### config.mk
export PLATFORM = sky130hd
export DESIGN_NAME = clk_div_ctrl_flat
export DESIGN_NICKNAME = d
export VERILOG_FILES = /design/src/rtl/clk_div_ctrl_pkg.sv /design/src/rtl/clk_div_ctrl_if.sv /design/src/rtl/clk_div_ctrl_rr_arbiter.sv /design/src/rtl/clk_div_ctrl.sv /design/src/flat_wrapper.sv
export SDC_FILE = /design/constraint.sdc
export NUM_CORES = 1
export LEC_CHECK = 0
export BUFFER_PORTS_ARGS = -buffer_cell sky130_fd_sc_hd__clkbuf_2
export CAP_MARGIN = 20
export CORE_ASPECT_RATIO = 1.1
export CORE_UTILIZATION = 28
export DETAILED_ROUTE_END_ITERATION = 6
export SLEW_MARGIN = 15
export SYNTH_ARGS = -nofsm -noshare
export SYNTH_HDL_FRONTEND = slang
export SYNTH_SLANG_ARGS = --single-unit
### constraint.sdc
create_clock -name clk_in -period 3 [get_ports clk_in]
set_clock_uncertainty 0.2 [all_clocks]
set_input_delay 0 -clock clk_in [delete_from_list [all_inputs] [get_ports clk_in]]
set_output_delay 0 -clock clk_in [all_outputs]
set_load 0.01 [all_outputs]
### src/rtl/clk_div_ctrl_pkg.sv
// Shared types and helpers for the clock-divider sequencer (clk_div_ctrl).
package clk_div_ctrl_pkg;

  localparam int DIV_W = 33;

  typedef enum logic [2:0] {
    IDLE,
    WAIT_LOW,
    APPLY,
    SETTLE,
    ACK,
    NACK
  } state_t;

  // Lowest-index set request at or after ptr, wrapping modulo n (n <= 8).
  function automatic logic [2:0] rr_next_grant(input logic [7:0] req,
                                               input logic [2:0] ptr,
                                               input int         n);
    logic found;
    int   k;
    rr_next_grant = ptr;
    found = 1'b0;
    for (int i = 0; i < 8; i++) begin
      k = int'(ptr) + i;
      if (k >= n) k = k - n;
      if (i < n && !found && req[k[2:0]]) begin
        rr_next_grant = k[2:0];
        found = 1'b1;
      end
    end
  endfunction

endpackage

### src/rtl/clk_div_ctrl_if.sv
// Requester handshake bundle for clk_div_ctrl.
// Optional CLK_DIV_CTRL_LOCK_EN adds the lock request / nack pair.
interface clk_div_ctrl_if #(
  parameter int NUM_REQ = 2,
  parameter int DIV_W   = clk_div_ctrl_pkg::DIV_W
);
  logic [NUM_REQ-1:0]       req_valid;
  logic [NUM_REQ*DIV_W-1:0] req_div;
  logic [NUM_REQ-1:0]       req_ack;
`ifdef CLK_DIV_CTRL_LOCK_EN
  logic [NUM_REQ-1:0]       req_lock;
  logic [NUM_REQ-1:0]       req_nack;

  modport master (output req_valid, req_div, req_lock, input req_ack, req_nack);
  modport slave  (input req_valid, req_div, req_lock, output req_ack, req_nack);
`else
  modport master (output req_valid, req_div, input req_ack);
  modport slave  (input req_valid, req_div, output req_ack);
`endif
endinterface

### src/rtl/clk_div_ctrl_rr_arbiter.sv
// Combinational round-robin arbiter: one-hot grant and index of the winner.
module rr_arbiter import clk_div_ctrl_pkg::*; #(
  parameter  int NUM_REQ = 2,
  localparam int IDX_W   = (NUM_REQ > 1) ? $clog2(NUM_REQ) : 1
) (
  input  logic [NUM_REQ-1:0] req,
  input  logic [IDX_W-1:0]   ptr,
  output logic [NUM_REQ-1:0] grant,
  output logic [IDX_W-1:0]   idx,
  output logic               valid
);

  logic [7:0] req8;
  logic [2:0] pick;

  always_comb begin
    req8 = '0;
    req8[NUM_REQ-1:0] = req;
    pick  = rr_next_grant(req8, 3'(ptr), NUM_REQ);
    idx   = IDX_W'(pick);
    valid = |req;
    grant = '0;
    if (valid) grant[idx] = 1'b1;
  end

endmodule

### src/rtl/clk_div_ctrl.sv
// Round-robin sequencer that safely retunes a shared clock_divider divisor.
// Optional CLK_DIV_CTRL_LOCK_EN lets one requester lock out the others.
module clk_div_ctrl import clk_div_ctrl_pkg::*; #(
  parameter  int              NUM_REQ     = 2,
  parameter  int              DIV_W       = clk_div_ctrl_pkg::DIV_W,
  parameter  longint unsigned DEFAULT_DIV = 1,
  parameter  longint unsigned MIN_DIV     = 1,
  parameter  int              SETTLE_CYC  = 4,
  parameter  int              TIMEOUT_CYC = 1024,
  localparam int              IDX_W       = (NUM_REQ > 1) ? $clog2(NUM_REQ) : 1
) (
  input  logic               clk_in,
  input  logic               reset,
  clk_div_ctrl_if.slave      req_bus,
  input  logic               div_fb,
  output logic [DIV_W-1:0]   clk_div,
  output logic               div_rst_n,
  output logic               busy,
  output logic [IDX_W-1:0]   owner,
  output logic               timeout_err
);

  localparam int CNT_MAX = (TIMEOUT_CYC > SETTLE_CYC) ? TIMEOUT_CYC : SETTLE_CYC;
  localparam int CNT_W   = $clog2(CNT_MAX + 1);
  localparam logic [DIV_W-1:0] DEF_D   = DIV_W'(DEFAULT_DIV);
  localparam logic [DIV_W-1:0] MIN_D   = DIV_W'(MIN_DIV);
  localparam logic [CNT_W-1:0] TO_LAST = CNT_W'(TIMEOUT_CYC - 1);
  localparam logic [CNT_W-1:0] ST_LAST = CNT_W'(SETTLE_CYC - 1);

  state_t             state;
  logic               fb_meta, fb_s;
  logic [IDX_W-1:0]   ptr, ptr_next;
  logic [DIV_W-1:0]   lat_div, gnt_raw, gnt_div;
  logic [CNT_W-1:0]   cnt;
  logic [NUM_REQ-1:0] ack_q, gnt_vec;
  logic [IDX_W-1:0]   gnt_idx;
  logic               gnt_any, nack_hit;

  rr_arbiter #(.NUM_REQ(NUM_REQ)) u_arb (
    .req   (req_bus.req_valid),
    .ptr   (ptr),
    .grant (gnt_vec),
    .idx   (gnt_idx),
    .valid (gnt_any)
  );

  always_comb begin
    gnt_raw = '0;
    for (int i = 0; i < NUM_REQ; i++)
      if (gnt_vec[i]) gnt_raw |= req_bus.req_div[i*DIV_W +: DIV_W];
    gnt_div  = (gnt_raw < MIN_D) ? MIN_D : gnt_raw;
    ptr_next = (gnt_idx == IDX_W'(NUM_REQ - 1)) ? '0 : gnt_idx + IDX_W'(1);
  end

  // div_fb comes from the divided clock, so it is resynchronised before use.
  always_ff @(posedge clk_in or negedge reset) begin
    if (!reset) begin
      fb_meta <= 1'b0;
      fb_s    <= 1'b0;
    end else begin
      fb_meta <= div_fb;
      fb_s    <= fb_meta;
    end
  end

  always_ff @(posedge clk_in or negedge reset) begin
    if (!reset) begin
      state       <= IDLE;
      ptr         <= '0;
      owner       <= '0;
      lat_div     <= DEF_D;
      cnt         <= '0;
      clk_div     <= DEF_D;
      div_rst_n   <= 1'b0;
      ack_q       <= '0;
      busy        <= 1'b0;
      timeout_err <= 1'b0;
    end else begin
      div_rst_n <= 1'b1;
      ack_q     <= '0;
      case (state)
        IDLE: if (gnt_any) begin
          owner   <= gnt_idx;
          ptr     <= ptr_next;
          lat_div <= gnt_div;
          busy    <= 1'b1;
          if (nack_hit) begin
            state <= NACK;
          end else if (gnt_div == clk_div) begin
            state <= ACK;
            ack_q <= gnt_vec;
          end else begin
            state <= WAIT_LOW;
            cnt   <= '0;
          end
        end
        WAIT_LOW: begin
          if (!fb_s) begin
            state <= APPLY;
          end else if (cnt == TO_LAST) begin
            state       <= APPLY;
            timeout_err <= 1'b1;
          end else begin
            cnt <= cnt + CNT_W'(1);
          end
        end
        APPLY: begin
          clk_div   <= lat_div;
          div_rst_n <= 1'b0;
          cnt       <= '0;
          state     <= SETTLE;
        end
        SETTLE: begin
          if (cnt == ST_LAST) begin
            state        <= ACK;
            ack_q[owner] <= 1'b1;
          end else begin
            cnt <= cnt + CNT_W'(1);
          end
        end
        ACK, NACK: begin
          state <= IDLE;
          busy  <= 1'b0;
        end
        default: begin
          state <= IDLE;
          busy  <= 1'b0;
        end
      endcase
    end
  end

  assign req_bus.req_ack = ack_q;

`ifdef CLK_DIV_CTRL_LOCK_EN
  logic               lock_on;
  logic [IDX_W-1:0]   lock_holder;
  logic [NUM_REQ-1:0] nack_q;

  assign nack_hit = lock_on && (gnt_idx != lock_holder);

  // Lock ownership only changes on a grant that is actually honoured.
  always_ff @(posedge clk_in or negedge reset) begin
    if (!reset) begin
      lock_on     <= 1'b0;
      lock_holder <= '0;
      nack_q      <= '0;
    end else begin
      nack_q <= '0;
      if (state == IDLE && gnt_any) begin
        if (nack_hit) begin
          nack_q <= gnt_vec;
        end else if (req_bus.req_lock[gnt_idx]) begin
          lock_on     <= 1'b1;
          lock_holder <= gnt_idx;
        end else if (lock_on && lock_holder == gnt_idx) begin
          lock_on <= 1'b0;
        end
      end
    end
  end

  assign req_bus.req_nack = nack_q;
`else
  assign nack_hit = 1'b0;
`endif

endmodule

### src/flat_wrapper.sv
// flat-port wrapper written by rule: the top's interface ports become plain ports
module clk_div_ctrl_flat import clk_div_ctrl_pkg::*;
#(
  parameter  int              NUM_REQ     = 2,
  parameter  int              DIV_W       = clk_div_ctrl_pkg::DIV_W,
  parameter  longint unsigned DEFAULT_DIV = 1,
  parameter  longint unsigned MIN_DIV     = 1,
  parameter  int              SETTLE_CYC  = 4,
  parameter  int              TIMEOUT_CYC = 1024,
  localparam int              IDX_W       = (NUM_REQ > 1) ? $clog2(NUM_REQ) : 1
)
  (clk_in, reset, div_fb, clk_div, div_rst_n, busy, owner, timeout_err, req_bus_req_valid, req_bus_req_div, req_bus_req_ack);
  clk_div_ctrl_if #(.NUM_REQ(NUM_REQ), .DIV_W(DIV_W)) req_bus_i ();
  input  logic clk_in;
  input  logic reset;
  input  logic div_fb;
  output logic [DIV_W-1:0] clk_div;
  output logic div_rst_n;
  output logic busy;
  output logic [IDX_W-1:0] owner;
  output logic timeout_err;
  input wire logic [$bits(req_bus_i.req_valid)-1:0] req_bus_req_valid;
  input wire logic [$bits(req_bus_i.req_div)-1:0] req_bus_req_div;
  output wire logic [$bits(req_bus_i.req_ack)-1:0] req_bus_req_ack;
  assign req_bus_i.req_valid = req_bus_req_valid;
  assign req_bus_i.req_div = req_bus_req_div;
  assign req_bus_req_ack = req_bus_i.req_ack;
  clk_div_ctrl #(.NUM_REQ(NUM_REQ), .DIV_W(DIV_W), .DEFAULT_DIV(DEFAULT_DIV), .MIN_DIV(MIN_DIV), .SETTLE_CYC(SETTLE_CYC), .TIMEOUT_CYC(TIMEOUT_CYC)) u_core (.clk_in(clk_in), .reset(reset), .req_bus(req_bus_i), .div_fb(div_fb), .clk_div(clk_div), .div_rst_n(div_rst_n), .busy(busy), .owner(owner), .timeout_err(timeout_err));
endmodule
==> summary.txt <==
Placement
  – Buffers on Ports: between 100 and 150
  – DP Worst Slack: -0.2422 ns
  – Placed cell area: roughly 5300 um^2
  – HPWL after detailed placement: just under 10000 um
  – GP Congestion: around 0.87

Synthesis
  – Cell with the most instances after synthesis: dfrtp_1
  – Yosys cell types: between 40 and 50
  – Yosys reg bits: 89
  – Top cells by area, synth: dfrtp_1 50%, mux2_2 10%, xnor2_1 5.6%, a32oi_1 5.2%, a21oi_1 4.0%
  – Area leader, netlist: dfrtp_1
  – Most used DFF post-synth: dfrtp_1
  – Warnings, synthesis: 0
  – Mean Syn Cell Area: roughly 11 um^2
  – Post-synthesis sequential area ratio: 50.86%
  – Top cells by count, synth: 87 x dfrtp_1, 40 x mux2_2, 35 x a21oi_1, 35 x nor2_1, 28 x xnor2_1
  – Synth async-reset ratio: 100.0%
  – Synth top area share: between 40% and 50%
  – Post-synth EDFFs: 0
  – Syn_nets: roughly 480
  – Synth Cell Area: 4384 um^2
  – Count of mapped cells out of synthesis: roughly 410

Routing
  – DRC: 0
  – Drt initial violations: 213
  – Final wirelength: between 10000 and 15000 um
  – Vias: ~4000
  – Routed wire per std cell: approximately 17 um
  – Post-detailed-route count of antenna-violating nets: 0
  – Via density: just over 5
  – Drt pass-1 iters: 4

STA
  – Maximum clock frequency: about 330 MHz
  – Post-route minimum period: 3.004 ns
  – Final Hold Fails: 5
  – Setup violators final: 1
  – RSZ-0062 raised after global routing: true
  – Slew Limit Headroom: 59.73%
  – Max-slew violation count: 0
  – Actual slew at the worst max-slew pin: 0.5995 ns
  – Setup TNS: -0.003999 ns
  – Final period util: 100.1%
  – Final WS setup: -0.003999 ns
  – Min Hold Slack: -0.002902 ns

Global route
  – Antenna violations before repair: 0
  – Pin count of the biggest net entering global routing: between 40 and 50
  – Global route overflow: 0
  – Total GRT Usage: 17.92%
  – First-pass GRT wire length: 22160 um
  – Number of global-route vias before repair: about 4200

Setup path
  – Crit Path Max Fanout: 22
  – Startpoint types: flop
  – Crit-path cells: nand2b_4 -> buf_12 -> buf_4 -> a32oi_1 -> xnor2_1 -> nor4_1 -> nand4_1 -> o21ai_2 -> o211a_4 -> inv_2 -> nand4_1 -> mux2i_1
  – Top delay family on crit path: simple AND/OR/NAND/NOR gates
  – CP arrival: slightly above 3 ns
  – Worst reg-to-reg path cell count: 12
  – Most used cell, CP: nand4_1
  – RR Endpoint: u_core.cnt[7]$_DFFE_PN0P_
  – Total stage count of the critical path: 12
  – RR Startpoint: u_core.ptr$_DFFE_PN0P_
  – Worst setup EP type: flop
  – Critical path buffers and inverters: 3
  – Critical path type: flop to flop
  – Worst path slowest cell: dfrtp_1
  – R2R Setup Slk: -0.004 ns
  – Worst EP required: just over 3 ns
  – CP peak stage delay: 0.42 ns

Final layout
  – Syn-to-layout area delta: 51.26%
  – Nets: around 700
  – Share of cells above drive strength 1: a little under 40%
  – # fillers: 1465
  – Ant diodes: 0
  – Final Cell Area: 6631 um^2

Clocking
  – Clk root buf: clkbuf_16
  – Worst-Skew Late Latency: 0.34 ns
  – Clock Sinks: slightly below 90
  – CTS buffer count: 9
  – Reg clk slew, reported paths: roughly 0.06 ns
  – CTS tree: built
  – Clock Path Buffers: 2
  – H-Tree Depth: 3

Floorplanning
  – Die height: roughly 130 um
  – Core area: ~15000 um^2
  – Die X-Extent: between 100 and 150 um
  – Top-Level Pins: 110
  – Die area: about 16000 um^2
  – Starting density of the core: between 20% and 30%
  – FP Rows: between 40 and 50

Pwr
  – Leakage power: about 2.8 nW
  – Maximum vdd drop: approximately 0.0004 V
  – Power density over the cells: 868.7 nW/um^2

Run status
  – Failing checks: hold timing, setup timing
  – Outcome: finished with violations

Flow run
  – Max-cap viol count: 0

Min path
  – Path type of the worst min-delay path: primary input to async pin
[cells by family (layout without fill, tap and decap cells)]
| family | count (synthesis) | in the layout | synth area share, % |
|---|---|---|---|
| multiplexers | 42 | 42 | 10.73 |
| XOR/XNOR | 34 | 34 | 6.792 |
| buffers and inverters | 34 | 240 | 3.367 |
| adder cells (fa/ha/maj) | 1 | 1 | 0.2853 |
| flip-flops | 89 | 89 | 50.86 |
| AND/OR/NAND/NOR | 114 | 114 | 13.01 |
| AO/OA/AOI/OAI | 93 | 93 | 14.95 |
[state kept, by name, summed over array words and instances (netlist names), 2 cells and up]
signal                  cells
u_core.clk_div             33
u_core.cnt                 11
u_core.lat_div             33
u_core.req_bus.req_ack      2
u_core.state                3
[routing by layer]
layer | share of wire, % | vias up | track usage [%]
met5 | 0 | - | 0
met2 | 49 | 123 | 28.85
met3 | 4.1 | 35 | 3.810
met4 | 3.5 | 0 | 8.642
li1 | - | 1918 | -
met1 | 43 | 2039 | 22.69
[worst max-delay path by stage]
stage / start / endpoint / slack [ns]
2_1_floorplan: u_core.ptr$_DFFE_PN0P_ / u_core.cnt[10]$_DFFE_PN0P_ / 0.13
3_3_place_gp: u_core.ptr$_DFFE_PN0P_ / u_core.cnt[5]$_DFFE_PN0P_ / -0.19
3_5_place_dp: u_core.ptr$_DFFE_PN0P_ / u_core.cnt[5]$_DFFE_PN0P_ / -0.24
4_1_cts: u_core.ptr$_DFFE_PN0P_ / u_core.cnt[2]$_DFFE_PN0P_ / 0.0009
5_1_grt: u_core.ptr$_DFFE_PN0P_ / u_core.cnt[3]$_DFFE_PN0P_ / -0.13
6_report: u_core.ptr$_DFFE_PN0P_ / u_core.cnt[7]$_DFFE_PN0P_ / -0.004
[cell type report]
type	count	area, um^2	share of cell area, %
Clock inverter	4	45.04	0.6792
Inverter	10	37.54	0.5660
Sequential cell	89	2230	33.62
Timing Repair Buffer	214	1562	23.55
Tap cell	196	245.2	3.698
Multi-Input combinational cell	284	2276	34.32
Clock buffer	12	236.5	3.566
[placed cells by master (no fill, tap or decap), types with 3 or more instances in the layout]
master and instances:
a21oi_1 33, a32o_1 3, a32o_2 3, a32oi_1 12, a32oi_2 9, a32oi_4 5, buf_12 3, buf_4 35
clkbuf_1 3, clkbuf_16 10, clkbuf_2 108, clkinv_2 3, dfrtp_1 87, dlygate4sd3_1 65, inv_1 8, mux2_2 40
nand2_1 16, nand3_1 14, nand4_1 9, nor2_1 35, nor3_1 5, nor4_1 10, nor4_2 4, o21ai_0 5
or4_1 3, xnor2_1 27, xor2_1 6
[metrics by stage]
stage | hold slack [ns] | utilization (%) | std cells | total power, W
final | -0.002902 | 43.71 | 809 | 0.005760
after global routing | 0.02134 | 43.71 | 809 | 0.006126
after CTS | 0.001955 | 42.69 | 806 | 0.005684
after detailed placement | -0.1851 | 35.18 | 719 | 0.004315
after global placement | -0.1946 | 35.18 | 719 | 0.004235
after floorplan | -0.4956 | - | 407 | 0.003446
[report_power, final]
part / switching, W / internal [W] / leakage [nW] / total, W
logic: 0.00117 / 0.00129 / 1.62 / 0.00247
clock network: 0.000456 / 0.000642 / 0.140 / 0.00110
registers: 0.000457 / 0.00174 / 1.07 / 0.00220
[what timing repair did]
action,in CTS,in global routing
endpoints found under the setup margin,10,12
buffers inserted,7,1
resized for setup,23,22
endpoints found under the hold margin,122,1
hold buffers,64,1
pin swaps,14,12
cloned,0,1
Power figures use the tool's default switching activity.
